**src/rtl/uart_cfg_core.sv**
```systemverilog
// rtl/uart_cfg_core.sv - UART core: TX/RX FIFOs, 16x oversampled TX/RX FSMs, runtime baud divisor
module uart_cfg_fifo #(
    parameter int W     = 8,
    parameter int DEPTH = 16,
    parameter int CNT_W = $clog2(DEPTH) + 1
) (
    input  logic             Clk,
    input  logic             Resetn,
    input  logic             push,
    input  logic [W-1:0]     wdata,
    input  logic             pop,
    output logic [W-1:0]     rdata,
    output logic             empty,
    output logic             full,
    output logic [CNT_W-1:0] count
);
    localparam int AW = $clog2(DEPTH);

    logic [W-1:0]  mem [DEPTH];
    logic [AW-1:0] wptr;
    logic [AW-1:0] rptr;
    logic          do_push;
    logic          do_pop;

    assign empty   = (count == '0);
    assign full    = (count == CNT_W'(DEPTH));
    assign do_pop  = pop && !empty;
    // A pop frees the slot the simultaneous push lands in, so push+pop while full is accepted.
    assign do_push = push && (!full || do_pop);
    assign rdata   = mem[rptr];

    always_ff @(posedge Clk) begin
        if (do_push) mem[wptr] <= wdata;
    end

    always_ff @(posedge Clk or negedge Resetn) begin
        if (!Resetn) begin
            wptr  <= '0;
            rptr  <= '0;
            count <= '0;
        end else begin
            if (do_push) wptr <= wptr + 1'b1;
            if (do_pop)  rptr <= rptr + 1'b1;
            if (do_push && !do_pop)      count <= count + 1'b1;
            else if (!do_push && do_pop) count <= count - 1'b1;
        end
    end
endmodule

module uart_cfg_core #(
    parameter int DATA_BITS  = 8,
    parameter int PARITY     = 0,
    parameter int STOP_BITS  = 1,
    parameter int FIFO_DEPTH = 16,
    parameter int CNT_W      = $clog2(FIFO_DEPTH) + 1
) (
    input  logic                 Clk,
    input  logic                 Resetn,
    input  logic [15:0]          baud_div,
    input  logic                 Enable_rx,
    input  logic                 Enable_tx,
    input  logic                 RX,
    input  logic                 rd_uart_en,
    output logic [DATA_BITS-1:0] RX_data,
    output logic                 Empty,
    output logic [CNT_W-1:0]     rx_count,
    input  logic [DATA_BITS-1:0] TX_data,
    input  logic                 wr_uart_en,
    output logic                 Full,
    output logic [CNT_W-1:0]     tx_count,
    output logic                 TX,
    output logic                 Busy,
    output logic                 Overrun,
    output logic                 Frame_error,
    output logic                 Parity_error,
    input  logic                 clr_err
);
    typedef enum logic [2:0] {S_IDLE, S_START, S_DATA, S_PARITY, S_STOP} state_t;

    localparam logic [4:0] STOP_LAST = 5'(16 * STOP_BITS - 1);
    localparam logic [2:0] BIT_LAST  = 3'(DATA_BITS - 1);

    function automatic logic par_of(input logic [DATA_BITS-1:0] d);
        return (PARITY == 2) ? ~^d : ^d;
    endfunction

    // Divisor is only reloaded on wrap so a mid-period change never produces a runt tick.
    logic [15:0] tick_cnt;
    logic [15:0] div_q;
    logic        tick;

    assign tick = (div_q > 16'd1) && (tick_cnt == div_q - 16'd1);

    always_ff @(posedge Clk or negedge Resetn) begin
        if (!Resetn) begin
            tick_cnt <= '0;
            div_q    <= '0;
        end else if (div_q <= 16'd1 || tick) begin
            tick_cnt <= '0;
            div_q    <= baud_div;
        end else begin
            tick_cnt <= tick_cnt + 16'd1;
        end
    end

    state_t               tx_state;
    logic [4:0]           tx_tcnt;
    logic [2:0]           tx_bit;
    logic [DATA_BITS-1:0] tx_sh;
    logic                 tx_par;
    logic [DATA_BITS-1:0] tx_head;
    logic                 tx_fifo_empty;
    logic                 tx_stop_end;
    logic                 tx_pop;

    assign tx_stop_end = (tx_state == S_STOP) && tick && (tx_tcnt == STOP_LAST);
    assign tx_pop      = Enable_tx && !tx_fifo_empty && ((tx_state == S_IDLE) || tx_stop_end);
    assign Busy        = (tx_state != S_IDLE) || !tx_fifo_empty;

    always_ff @(posedge Clk or negedge Resetn) begin
        if (!Resetn) begin
            tx_state <= S_IDLE;
            tx_tcnt  <= '0;
            tx_bit   <= '0;
            tx_sh    <= '0;
            tx_par   <= 1'b0;
            TX       <= 1'b1;
        end else if (tx_pop) begin
            tx_state <= S_START;
            tx_sh    <= tx_head;
            tx_par   <= par_of(tx_head);
            tx_tcnt  <= '0;
            tx_bit   <= '0;
            TX       <= 1'b0;
        end else if (tick) begin
            case (tx_state)
                S_START: begin
                    if (tx_tcnt == 5'd15) begin
                        tx_state <= S_DATA;
                        tx_tcnt  <= '0;
                        TX       <= tx_sh[0];
                    end else begin
                        tx_tcnt <= tx_tcnt + 5'd1;
                    end
                end
                S_DATA: begin
                    if (tx_tcnt == 5'd15) begin
                        tx_tcnt <= '0;
                        if (tx_bit == BIT_LAST) begin
                            if (PARITY != 0) begin
                                tx_state <= S_PARITY;
                                TX       <= tx_par;
                            end else begin
                                tx_state <= S_STOP;
                                TX       <= 1'b1;
                            end
                        end else begin
                            tx_bit <= tx_bit + 3'd1;
                            tx_sh  <= tx_sh >> 1;
                            TX     <= tx_sh[1];
                        end
                    end else begin
                        tx_tcnt <= tx_tcnt + 5'd1;
                    end
                end
                S_PARITY: begin
                    if (tx_tcnt == 5'd15) begin
                        tx_state <= S_STOP;
                        tx_tcnt  <= '0;
                        TX       <= 1'b1;
                    end else begin
                        tx_tcnt <= tx_tcnt + 5'd1;
                    end
                end
                S_STOP: begin
                    if (tx_tcnt == STOP_LAST) begin
                        tx_state <= S_IDLE;
                        TX       <= 1'b1;
                    end else begin
                        tx_tcnt <= tx_tcnt + 5'd1;
                    end
                end
                default: TX <= 1'b1;
            endcase
        end
    end

    logic                 rx_s1;
    logic                 rx_s2;
    logic                 rx_prev;
    state_t               rx_state;
    logic [3:0]           rx_tcnt;
    logic [2:0]           rx_bit;
    logic [DATA_BITS-1:0] rx_sh;
    logic                 rx_perr;
    logic                 rx_fifo_full;
    logic                 rx_stop_done;
    logic                 rx_push;

    assign rx_stop_done = Enable_rx && (rx_state == S_STOP) && tick && (rx_tcnt == 4'd15);
    assign rx_push      = rx_stop_done && !rx_fifo_full;

    always_ff @(posedge Clk or negedge Resetn) begin
        if (!Resetn) begin
            rx_s1    <= 1'b1;
            rx_s2    <= 1'b1;
            rx_prev  <= 1'b1;
            rx_state <= S_IDLE;
            rx_tcnt  <= '0;
            rx_bit   <= '0;
            rx_sh    <= '0;
            rx_perr  <= 1'b0;
        end else begin
            rx_s1   <= RX;
            rx_s2   <= rx_s1;
            rx_prev <= rx_s2;
            if (!Enable_rx) begin
                rx_state <= S_IDLE;
            end else begin
                case (rx_state)
                    S_IDLE: begin
                        if (rx_prev && !rx_s2) begin
                            rx_state <= S_START;
                            rx_tcnt  <= '0;
                            rx_perr  <= 1'b0;
                        end
                    end
                    S_START: begin
                        if (tick) begin
                            // Mid-start check rejects glitches shorter than half a bit.
                            if (rx_tcnt == 4'd7) begin
                                rx_tcnt <= '0;
                                rx_bit  <= '0;
                                rx_state <= rx_s2 ? S_IDLE : S_DATA;
                            end else begin
                                rx_tcnt <= rx_tcnt + 4'd1;
                            end
                        end
                    end
                    S_DATA: begin
                        if (tick) begin
                            rx_tcnt <= rx_tcnt + 4'd1;
                            if (rx_tcnt == 4'd15) begin
                                rx_sh <= {rx_s2, rx_sh[DATA_BITS-1:1]};
                                if (rx_bit == BIT_LAST) rx_state <= (PARITY != 0) ? S_PARITY : S_STOP;
                                else                    rx_bit   <= rx_bit + 3'd1;
                            end
                        end
                    end
                    S_PARITY: begin
                        if (tick) begin
                            rx_tcnt <= rx_tcnt + 4'd1;
                            if (rx_tcnt == 4'd15) begin
                                rx_perr  <= (rx_s2 != par_of(rx_sh));
                                rx_state <= S_STOP;
                            end
                        end
                    end
                    S_STOP: begin
                        if (tick) begin
                            rx_tcnt <= rx_tcnt + 4'd1;
                            if (rx_tcnt == 4'd15) rx_state <= S_IDLE;
                        end
                    end
                    default: rx_state <= S_IDLE;
                endcase
            end
        end
    end

    always_ff @(posedge Clk or negedge Resetn) begin
        if (!Resetn) begin
            Overrun      <= 1'b0;
            Frame_error  <= 1'b0;
            Parity_error <= 1'b0;
        end else begin
            if (rx_stop_done && rx_fifo_full) Overrun <= 1'b1;
            else if (clr_err)                 Overrun <= 1'b0;
            if (rx_stop_done && !rx_s2)       Frame_error <= 1'b1;
            else if (clr_err)                 Frame_error <= 1'b0;
            if (rx_stop_done && rx_perr)      Parity_error <= 1'b1;
            else if (clr_err)                 Parity_error <= 1'b0;
        end
    end

    uart_cfg_fifo #(.W(DATA_BITS), .DEPTH(FIFO_DEPTH), .CNT_W(CNT_W)) u_rx_fifo (
        .Clk    (Clk),
        .Resetn (Resetn),
        .push   (rx_push),
        .wdata  (rx_sh),
        .pop    (rd_uart_en),
        .rdata  (RX_data),
        .empty  (Empty),
        .full   (rx_fifo_full),
        .count  (rx_count)
    );

    uart_cfg_fifo #(.W(DATA_BITS), .DEPTH(FIFO_DEPTH), .CNT_W(CNT_W)) u_tx_fifo (
        .Clk    (Clk),
        .Resetn (Resetn),
        .push   (wr_uart_en),
        .wdata  (TX_data),
        .pop    (tx_pop),
        .rdata  (tx_head),
        .empty  (tx_fifo_empty),
        .full   (Full),
        .count  (tx_count)
    );
endmodule
```
**config.mk**
```make
export PLATFORM = sky130hd
export DESIGN_NAME = uart_cfg_core
export DESIGN_NICKNAME = d
export VERILOG_FILES = /design/src/rtl/uart_cfg_core.sv
export SDC_FILE = /design/constraint.sdc
export NUM_CORES = 1
export LEC_CHECK = 0
export ABC_AREA = 0
export CAP_MARGIN = 20
export CORE_MARGIN = 2
export CORE_UTILIZATION = 50
export DETAILED_ROUTE_END_ITERATION = 6
export PLACE_DENSITY_LB_ADDON = 0.08
export SKIP_LAST_GASP = 1
export SYNTH_ARGS = -nofsm -noshare
export SYNTH_HDL_FRONTEND = slang
export SYNTH_SLANG_ARGS = --single-unit
```
**constraint.sdc**
```tcl
create_clock -name Clk -period 10.5 [get_ports Clk]
set_clock_uncertainty 0.1 [all_clocks]
set_input_delay 3.15 -clock Clk [delete_from_list [all_inputs] [get_ports Clk]]
set_output_delay 3.15 -clock Clk [all_outputs]
set_load 0.01 [all_outputs]
```
After elaboration in Yosys (flattened, before gate mapping)
Memories as Yosys holds them, arrays and structs flattened.
Index checks and enable logic that the tools add are counted.
{"block": "op_classes", "n_addsub": 14, "order_cmp": 2, "mux": 71, "n_eq_ne": 44, "reduce_logical": 66}
{"cell": "$mux W3", "n": 28}
{"cell": "$mux W5", "n": 8}
{"cell": "$mux W8", "n": 5}
{"cell": "$ne A3 B3 Y1 const B", "n": 9}
{"cell": "$logic_and A1 B1 Y1", "n": 21}
{"cell": "$add A4 B1 Y4 const B", "n": 5}
{"cell": "$reduce_bool A2 Y1", "n": 10}
{"cell": "$ne A3 B2 Y1 const B", "n": 6}
{"cell": "$mux W1", "n": 17}
{"cell": "$add A16 B1 Y16 const B", "n": 1}
{"cell": "$eq A16 B16 Y1", "n": 1}
{"cell": "$gt A16 B1 Y1 const B", "n": 1}
{"cell": "$le A16 B1 Y1 const B", "n": 1}
{"cell": "$mux W16", "n": 1}
{"cell": "$mux W4", "n": 4}
{"cell": "$ne A2 B2 Y1 const B", "n": 8}
{"cell": "$sub A16 B1 Y16 const B", "n": 1}
{"cell": "$add A5 B1 Y5 const B", "n": 3}
{"cell": "$pmux W3 S5", "n": 1}
{"cell": "$reduce_and A7 Y1", "n": 2}
{"cell": "$eq A3 B2 Y1 const B", "n": 4}
{"cell": "$eq A3 B3 Y1 const B", "n": 4}
{"cell": "$pmux W3 S4", "n": 1}
{"cell": "$pmux W4 S3", "n": 1}
{"cell": "other kinds (28)", "n": 54}
{"block": "totals", "register_bits": 103, "mem_bits_rw": 256, "in_bits": 32, "memories": 2, "output_inout_bits": 25}
{"name": "u_rx_fifo.mem", "depth": 16, "word_bits": 8, "rd": 1, "rd_clocked_by_memory_dff": 0, "write_ports": 1, "line": "19", "source": "logic [W-1:0] mem [DEPTH];"}
{"name": "u_tx_fifo.mem", "depth": 16, "word_bits": 8, "rd": 1, "rd_clocked_by_memory_dff": 0, "write_ports": 1, "line": "19"}

Longest topological paths before layout
Gate-level depths: netlist (run 1).
{"block": "logic_depth", "word_depth": 14, "mapped_depth": 18}

By module
From an unflattened synthesis (run 1), not the netlist that was laid out.
{"block": "hier_totals", "hier_cells": 1101, "area_unflattened_um2": 16089.2}
{"module": "uart_cfg_fifo (u_tx_fifo)", "area_per_inst_um2": 5739.3, "cells_each": 319, "n_inst": 1, "seq_area_each_um2": 4169.0}
{"module": "uart_cfg_fifo (u_rx_fifo)", "area_per_inst_um2": 5736.8, "cells_each": 319, "n_inst": 1, "seq_area_each_um2": 4169.0}
{"module": "uart_cfg_core", "area_per_inst_um2": 4613.2, "cells_each": 463, "n_inst": 1, "seq_area_each_um2": 1931.9}

Worst setup path before layout (run 1)
OpenSTA, ideal clock, no wires.
{"block": "synth_timing", "kind": "input-to-reg", "from": "in Enable_tx", "to": "reg u_tx_fifo.count[4]", "arrival_time_ns": 5.531, "slack_ns": 4.742, "cell_stages": 15, "path_cell_list": "nand2_1 or2_2 nor3_1 nand4_1 nand2_1 inv_1 buf_1 ha_1 inv_1 ha_1 a21o_1 a21oi_1 xnor2_1 nor2_1 xor2_1"}
{"block": "synth_via", "elab_chain_cells": 8, "elab_cells_between_ends": 11, "classes_between": "mux: 1; reduce/logical: 10"}
{"element": "from (decl)", "line": "61", "source": "input logic Enable_tx,"}
{"element": "$logic_and A1 B1 Y1 * (2 in a row)", "line": "117", "source": "assign tx_pop = Enable_tx && !tx_fifo_empty && ((tx_state == S_IDLE) || tx_stop_end);"}
{"element": "$logic_and A1 B1 Y1 *", "line": "27", "source": "assign do_pop = pop && !empty;"}
{"element": "$logic_or A1 B1 Y1", "line": "29", "source": "assign do_push = push && (!full || do_pop);"}
{"element": "$logic_and A1 B1 Y1", "line": "29"}
{"element": "$logic_not A1 Y1", "line": "45", "source": "else if (!do_push && do_pop) count <= count - 1'b1;"}
{"element": "$logic_and A1 B1 Y1", "line": "45"}
{"element": "$reduce_bool A2 Y1 (no line)"}
{"element": "to (signal assigned)", "line": "44", "source": "if (do_push && !do_pop) count <= count + 1'b1;"}
{"element": "to (signal assigned)", "line": "45"}
{"element": "to (decl)", "line": "15", "source": "output logic [CNT_W-1:0] count"}
Mark *: on every way between the ends. The rest lies on a longest branch, timed or not.
A chain may end at the register's enable or synchronous reset.

Worst setup path in the final report (run 1)
{"block": "layout_timing", "from": "reg u_rx_fifo.rptr[0]", "to": "out RX_data[4]"}
{"block": "layout_via", "elab_chain_cells": 1}
{"element": "from (decl)", "line": "21", "source": "logic [AW-1:0] rptr;"}
{"element": "from (signal assigned)", "line": "43", "source": "if (do_pop) rptr <= rptr + 1'b1;"}
{"element": "$mem_v2 Z16 W8"}
{"element": "to (decl)", "line": "64", "source": "output logic [DATA_BITS-1:0] RX_data,"}
Every way passes these cells.

==> results of run 1 <==
logic make-up after synthesis:
| family | Yosys count | share of synthesized area [%] |
|---|---|---|
| buffers and inverters | 69 | 1.79 |
| adder cells (fa/ha/maj) | 31 | 2.54 |
| XOR/XNOR | 68 | 3.80 |
| flip-flops | 359 | 65.5 |
| AND/OR/NAND/NOR | 250 | 8.63 |
| AO/OA/AOI/OAI | 126 | 5.21 |
| multiplexers | 122 | 12.5 |
metal layers:
metal	GRT usage (%)	routed length [um]	vias to the layer above
met4	4.65	562	0
met2	33.3	15400	168
li1	-	-	4070
met5	0	0	-
met3	3.10	1040	45
met1	26.3	14000	4434
final timing paths:
kind | from | endpoint | slack [ps]
setup / recovery | u_rx_fifo.rptr[0] | RX_data[4] | 4060
hold / removal | rx_s1 | rx_s2 | 250
setup reg to reg | div_q[0] | u_rx_fifo.count[4] | 5340
hold reg to reg | rx_s1 | rx_s2 | 250
max in group asynchronous | Resetn | u_rx_fifo.rptr[0] | 6460
min in group asynchronous | Resetn | tick_cnt[6] | 2490
cells in the final DEF, fill, tap and decap left out, drive strengths merged, types with 3 or more instances in the layout:
| cell type | n |
|---|---|
| edfxtp | 256 |
| dfrtp | 99 |
| clkbuf | 62 |
| mux4 | 56 |
| nor2 | 56 |
| nand2 | 55 |
| clkdlybuf4s50 | 55 |
| xnor2 | 47 |
| o21ai | 41 |
| mux2 | 34 |
| mux2i | 32 |
| and3 | 29 |
| ha | 27 |
| a21oi | 26 |
| nand3 | 23 |
| inv | 22 |
| xor2 | 21 |
| buf | 20 |
| nor3 | 14 |
| nor3b | 11 |
| nor2b | 10 |
| nand4 | 10 |
| nor4 | 9 |
| a221oi | 8 |
| a22oi | 8 |
| a21o | 7 |
| clkinv | 7 |
| and2 | 6 |
| or2 | 6 |
| nand2b | 5 |
| o22ai | 5 |
| and4 | 5 |
| dfstp | 4 |
| or3 | 4 |
| o31ai | 4 |
| o211ai | 3 |
| o32a | 3 |
| or4 | 3 |
state kept, by name, indices dropped and copies added, names as in the netlist, 5 cells and up:
register         count
u_rx_fifo.mem      128
tx_sh                8
tx_tcnt              5
tick_cnt            16
rx_sh                8
u_rx_fifo.count      5
u_tx_fifo.mem      128
div_q               16
u_tx_fifo.count      5
power groups by stage:
stage                     sequential [mW]  clock, mW  combinational [mW]
after floorplan                      1.68          0               0.304
after global placement               1.72          0               0.424
after detailed placement             1.72          0               0.429
after CTS                            1.69       1.28               0.432
after global routing                 1.71       1.35               0.466
final                                1.69       1.25               0.421
metrics by stage:
stage	total power [mW]	hold WS, ps	setup WS (ps)	util (%)
3_3_place_gp	2.14	252	3680	54.3
2_1_floorplan	1.98	245	4740	-
3_5_place_dp	2.15	249	3580	54.3
5_1_grt	3.52	250	3780	58.1
4_1_cts	3.41	249	3950	58.1
6_report	3.36	249	4060	58.1
area by class of cell:
class | instances | area share [%]
Inverter | 22 | 0.462
Sequential cell | 359 | 57.5
Multi-Input combinational cell | 597 | 28.8
Clock buffer | 62 | 6.12
Timing Repair Buffer | 75 | 3.92
Tap cell | 396 | 2.77
Clock inverter | 8 | 0.378
==> reports/qor.yml, run 1 <==
ctsRootBufferMaster: "clkbuf_16"
vias_per_cell: 5.74
timing.final.crit_period_ps: 6440
ys.flop_type: "edfxtp_1"
worstPathMaxFanout: 27
grt_start_max_net_pins: 69
clk_pin_slew_worst_paths_ps: 60
drt_first_pass_iters: 5
synth_common_cells: "edfxtp_1, dfrtp_1, mux4_2, nand2_1, nor2_1"
start_util_pct: 51.0
p_sw_share_pct: 24.3
grt_pass1_vias: 8830
fin_setup_tns_ps: 0
h-tree-depth: 2
grt_first_pass_wirelength_um: 49600
synth_edf_count: 256
synth_async_sr_flop_share_pct: 28.7
drtIter0Drc: 579
fin_area_sq_mm: 0.0179
cp_num_buf_inv: 2
critical_path.max_stage_delay_ps: 610
synth_top_area_cell: "edfxtp_1"
clk_latency_ps: 510
fillers: 2422
setup-violations-final: 0
slew_headroom_pct: 39.7
post-route-period-util_pct: 61.4
drt_wl_total_um: 31000
rsz0062_at_grt: "false"
syn_avg_cell_area_sq_um: 15.3
drv_cap: 0
worst_ir_drop_vdd_uv: 155
leakagePower_nw: 6.80
final_nets: 1155
worstPathCellList: "buf_4 > mux4_2 > mux4_2 > clkdlybuf4s50_1"
comb_power_share_pct: 12.5
outcome: "complete, no violations"
placed_cells_incl_taps: 1449
path_depth: 4
fp.dieH_um: 181
clock.fmax_mhz: 155
ys_ff_latch: 359
synth_cells: 1025
crit_required_ps: 7250
r2r_cells: 16
rows: 64
numCtsBuffers: 39
yosys-top-cells-area: "edfxtp_1, dfrtp_1, mux4_2"
drive_gt1_share_pct: 15.3
cts_tree: "done"
cts.repair.resized: 0
startpoint_type: "flip-flop"
cp.arrival_ps: 3190
hold_depth: 0
critPathTopFamily: "multiplexers"
yosysUniqueCellTypes: 70
worstMarginPinSlew_ps: 904
ys_warn_count: 0
port_buffers: 56
grt_usage_pct: 19.4
layout-area-overhead-vs-synth_pct: 13.9
routed-via-count: 8717
yosysMostFrequentCell: "edfxtp_1"
fin_cells: 1519
io_pins: 57
dp_hpwl_um: 20300
critPathKind: "flip-flop to output pin"
ff_latch_area_sq_mm: 0.0103
ys_seq_area_share_pct: 65.5
multi_input_area_sq_mm: 0.00514
core_sq_mm: 0.0307
diodes: 0
placedInstanceArea_sq_mm: 0.0167
route.detailed.drc: 0
powerDensity_mw_per_mm2: 188
die_x_um: 181
drtAntennaViolNets: 0
synth.net_count: 1086
clock_power_share_pct: 37.2
synth_area_sq_mm: 0.0157
end_kind: "output pin"
place.gp.congestion: 0.821
clk_path_buf_depth: 3
p_seq_share_pct: 50.3
p_sw_mw: 0.819
hold_path.class: "flip-flop to flip-flop"
cts_sinks: 359
die_area_sq_mm: 0.0328
routedWlPerCell_um: 20.4
internal_power_mw: 2.55
antenna_found_initial: 0
hold_violations: 0
grt_overflow: 0
cts_setup_buffers: 0
crit_top_cell: "mux4_2"
cp_slowest_cell: "mux4_2"
synth_top_area_share_pct: 49.0
slew_viol_final: 0
holdBufCountCts: 0
Note: power is estimated with default switching activity, not from simulation.
==> inputs of run 2 (changes only) <==
- clock period: 10.5 -> 5.3 ns (I/O delays scaled with it)
==> reports/qor.yml, run 2 (synthesized netlist as in run 1, its figures left out) <==
worstPathMaxFanout: 34  # was 27
drive_gt1_share_pct: 15.8  # was 15.3%
worstMarginPinSlew_ps: 979  # was 904 ps
fillers: 2436  # was 2422
grt_start_max_net_pins: 59  # was 69
r2r_slack_ps: 900  # was 5340 ps
setup-violations-final: 0  # unchanged
holdPathEnd: "rx_s2"  # unchanged
clk_pin_slew_worst_paths_ps: 60  # about the same
clock.fmax_mhz: 223
outcome: "complete, no violations"  # unchanged
fin_area_sq_mm: 0.0180  # was 0.0179 sq mm
drtAntennaViolNets: 0  # unchanged
wl_met3_um: 905  # was 1040 um
drt_wl_total_um: 30700  # was 31000 um
holdBufCountCts: 0  # unchanged
routedWlPerCell_um: 20.2  # was 20.4 um
fin_setup_tns_ps: 0  # unchanged
ff_latch_area_sq_mm: 0.0103  # unchanged
pre_cts_ws_ps: 685  # was 3580 ps
slew_headroom_pct: 34.8  # was 39.7%
cp.arrival_ps: 2790  # was 3190 ps
r2r-end: "u_rx_fifo.count[4]"  # unchanged
slew_viol_final: 0  # unchanged
ctsRootBufferMaster: "clkbuf_16"  # unchanged
core_sq_mm: 0.0307  # unchanged
startpoint_type: "flip-flop"  # unchanged
numCtsBuffers: 38  # was 39
r2r_cells: 17  # was 16
fp.dieH_um: 181  # unchanged
placed_cells_incl_taps: 1456  # was 1449
grt_overflow: 0  # unchanged
multi_input_area_sq_mm: 0.00514  # about the same
route.top_layer_used: "met4"  # unchanged
leakagePower_nw: 6.86  # was 6.80 nW
timing.final.crit_period_ps: 4480
post-route-period-util_pct: 84.5
crit_required_ps: 3610  # was 7250 ps
diodes: 0  # unchanged
hold_path.class: "flip-flop to flip-flop"  # unchanged
cts.repair.resized: 0  # unchanged
drtIter0Drc: 549  # was 579
power_mw: 6.78  # was 3.36 mW
die_area_sq_mm: 0.0328  # unchanged
rsz0062_at_grt: "false"  # unchanged
fin_cells: 1522  # was 1519
die_x_um: 181  # unchanged
vias_per_cell: 5.65  # was 5.74
placedInstanceArea_sq_mm: 0.0168  # was 0.0167 sq mm
routed-via-count: 8604  # was 8717
worst_ir_drop_vdd_uv: 275  # was 155 uV
antenna_found_initial: 0  # unchanged
drt_first_pass_iters: 5  # unchanged
end_kind: "output pin"  # unchanged
reg_top3: "u_rx_fifo.mem x128, u_tx_fifo.mem x128"  # unchanged
clk_path_buf_depth: 3  # unchanged
cts_setup_buffers: 0  # unchanged
timing.rr.start: "div_q[0]"  # unchanged
layout_commonest_cell: "edfxtp_1"  # unchanged
drv_cap: 0  # unchanged
final_cell_mix: "edfxtp_1, dfrtp_1, mux4_2"  # unchanged
met2_wirelength_um: 15300  # was 15400 um
hp-start: "rx_s1"  # unchanged
grt_usage_pct: 19.3  # was 19.4%
final_nets: 1161  # was 1155
wirelength_met1_um: 13900  # was 14000 um
layout-area-overhead-vs-synth_pct: 14.6  # was 13.9%
h-tree-depth: 2  # unchanged
hold_violations: 0  # unchanged
route.detailed.drc: 0  # unchanged
grt_pass1_vias: 8957  # was 8830
cts_sinks: 359  # unchanged
grt_first_pass_wirelength_um: 49700  # was 49600 um
rows: 64  # unchanged
io_pins: 57  # unchanged
dp_hpwl_um: 20300  # about the same
hold_depth: 0  # unchanged
critPathKind: "flip-flop to output pin"  # unchanged
powerDensity_mw_per_mm2: 377  # was 188 mW/mm^2
start_util_pct: 51.0  # unchanged
fin_ws_ps: 819  # was 4060 ps
port_buffers: 56  # unchanged
clk_latency_ps: 510  # about the same
cts_tree: "done"  # unchanged
place.gp.congestion: 0.815  # was 0.821
## run 2: cell count changes in the layout (fill, tap and decap cells not counted), moves of 2 or more
cell       previous run  this run
buf_4                20        26
clkinv_2              5         1
clkinv_1              2         5
clkbuf_1             20        13
clkbuf_8              3         5
bufinv_16             1         3
## run 2: cell type report
type	instances	area share (%)
clock inverter	9	0.662
sequential	359	57.2
inverter	22	0.460
timing repair buffer	82	4.26
multi-input combinational	597	28.6
clock buffer	57	6.09
tap	396	2.76
## run 2: routing by layer
layer | GRT usage, % | vias to the layer above
li1 | - | 4077
met1 | 26.5 | 4338
met2 | 32.8 | 142
met3 | 2.60 | 47
met4 | 4.75 | 0
met5 | 0 | -
## run 2: critical path: stages (launching register included)
cell             delay (ps)
dfrtp_2                 390
buf_12                  260
mux4_2                  570
mux4_2                  500
clkdlybuf4s50_1         510
## run 2: worst max-delay path by stage
stage / from / endpoint / slack, ps / depth (start not counted)
finish: u_rx_fifo.rptr[0] / RX_data[5] / 820 / 4
CTS: u_rx_fifo.rptr[0] / RX_data[6] / 790 / 4
detailed placement: Enable_tx / u_tx_fifo.count[4] / 680 / 13
global route: div_q[0] / u_rx_fifo.count[4] / 550 / 17
floorplan: Enable_tx / u_tx_fifo.count[4] / 1100 / 15
global placement: Enable_tx / u_tx_fifo.count[4] / 720 / 15
## run 2: through the flow
step,utilization (%),hold slack (ps)
finish,58.4,260
detailed placement,54.5,247
CTS,58.4,259
global placement,54.5,249
global route,58.4,266
floorplan,-,245
## run 2: where the power goes
group          total, mW  internal [mW]  switching, mW  leakage (nW)
logic              0.856          0.425          0.431          2.35
registers           3.34           3.17          0.164          3.93
clock network       2.58           1.57           1.02         0.589
total               6.78           5.16           1.61          6.86
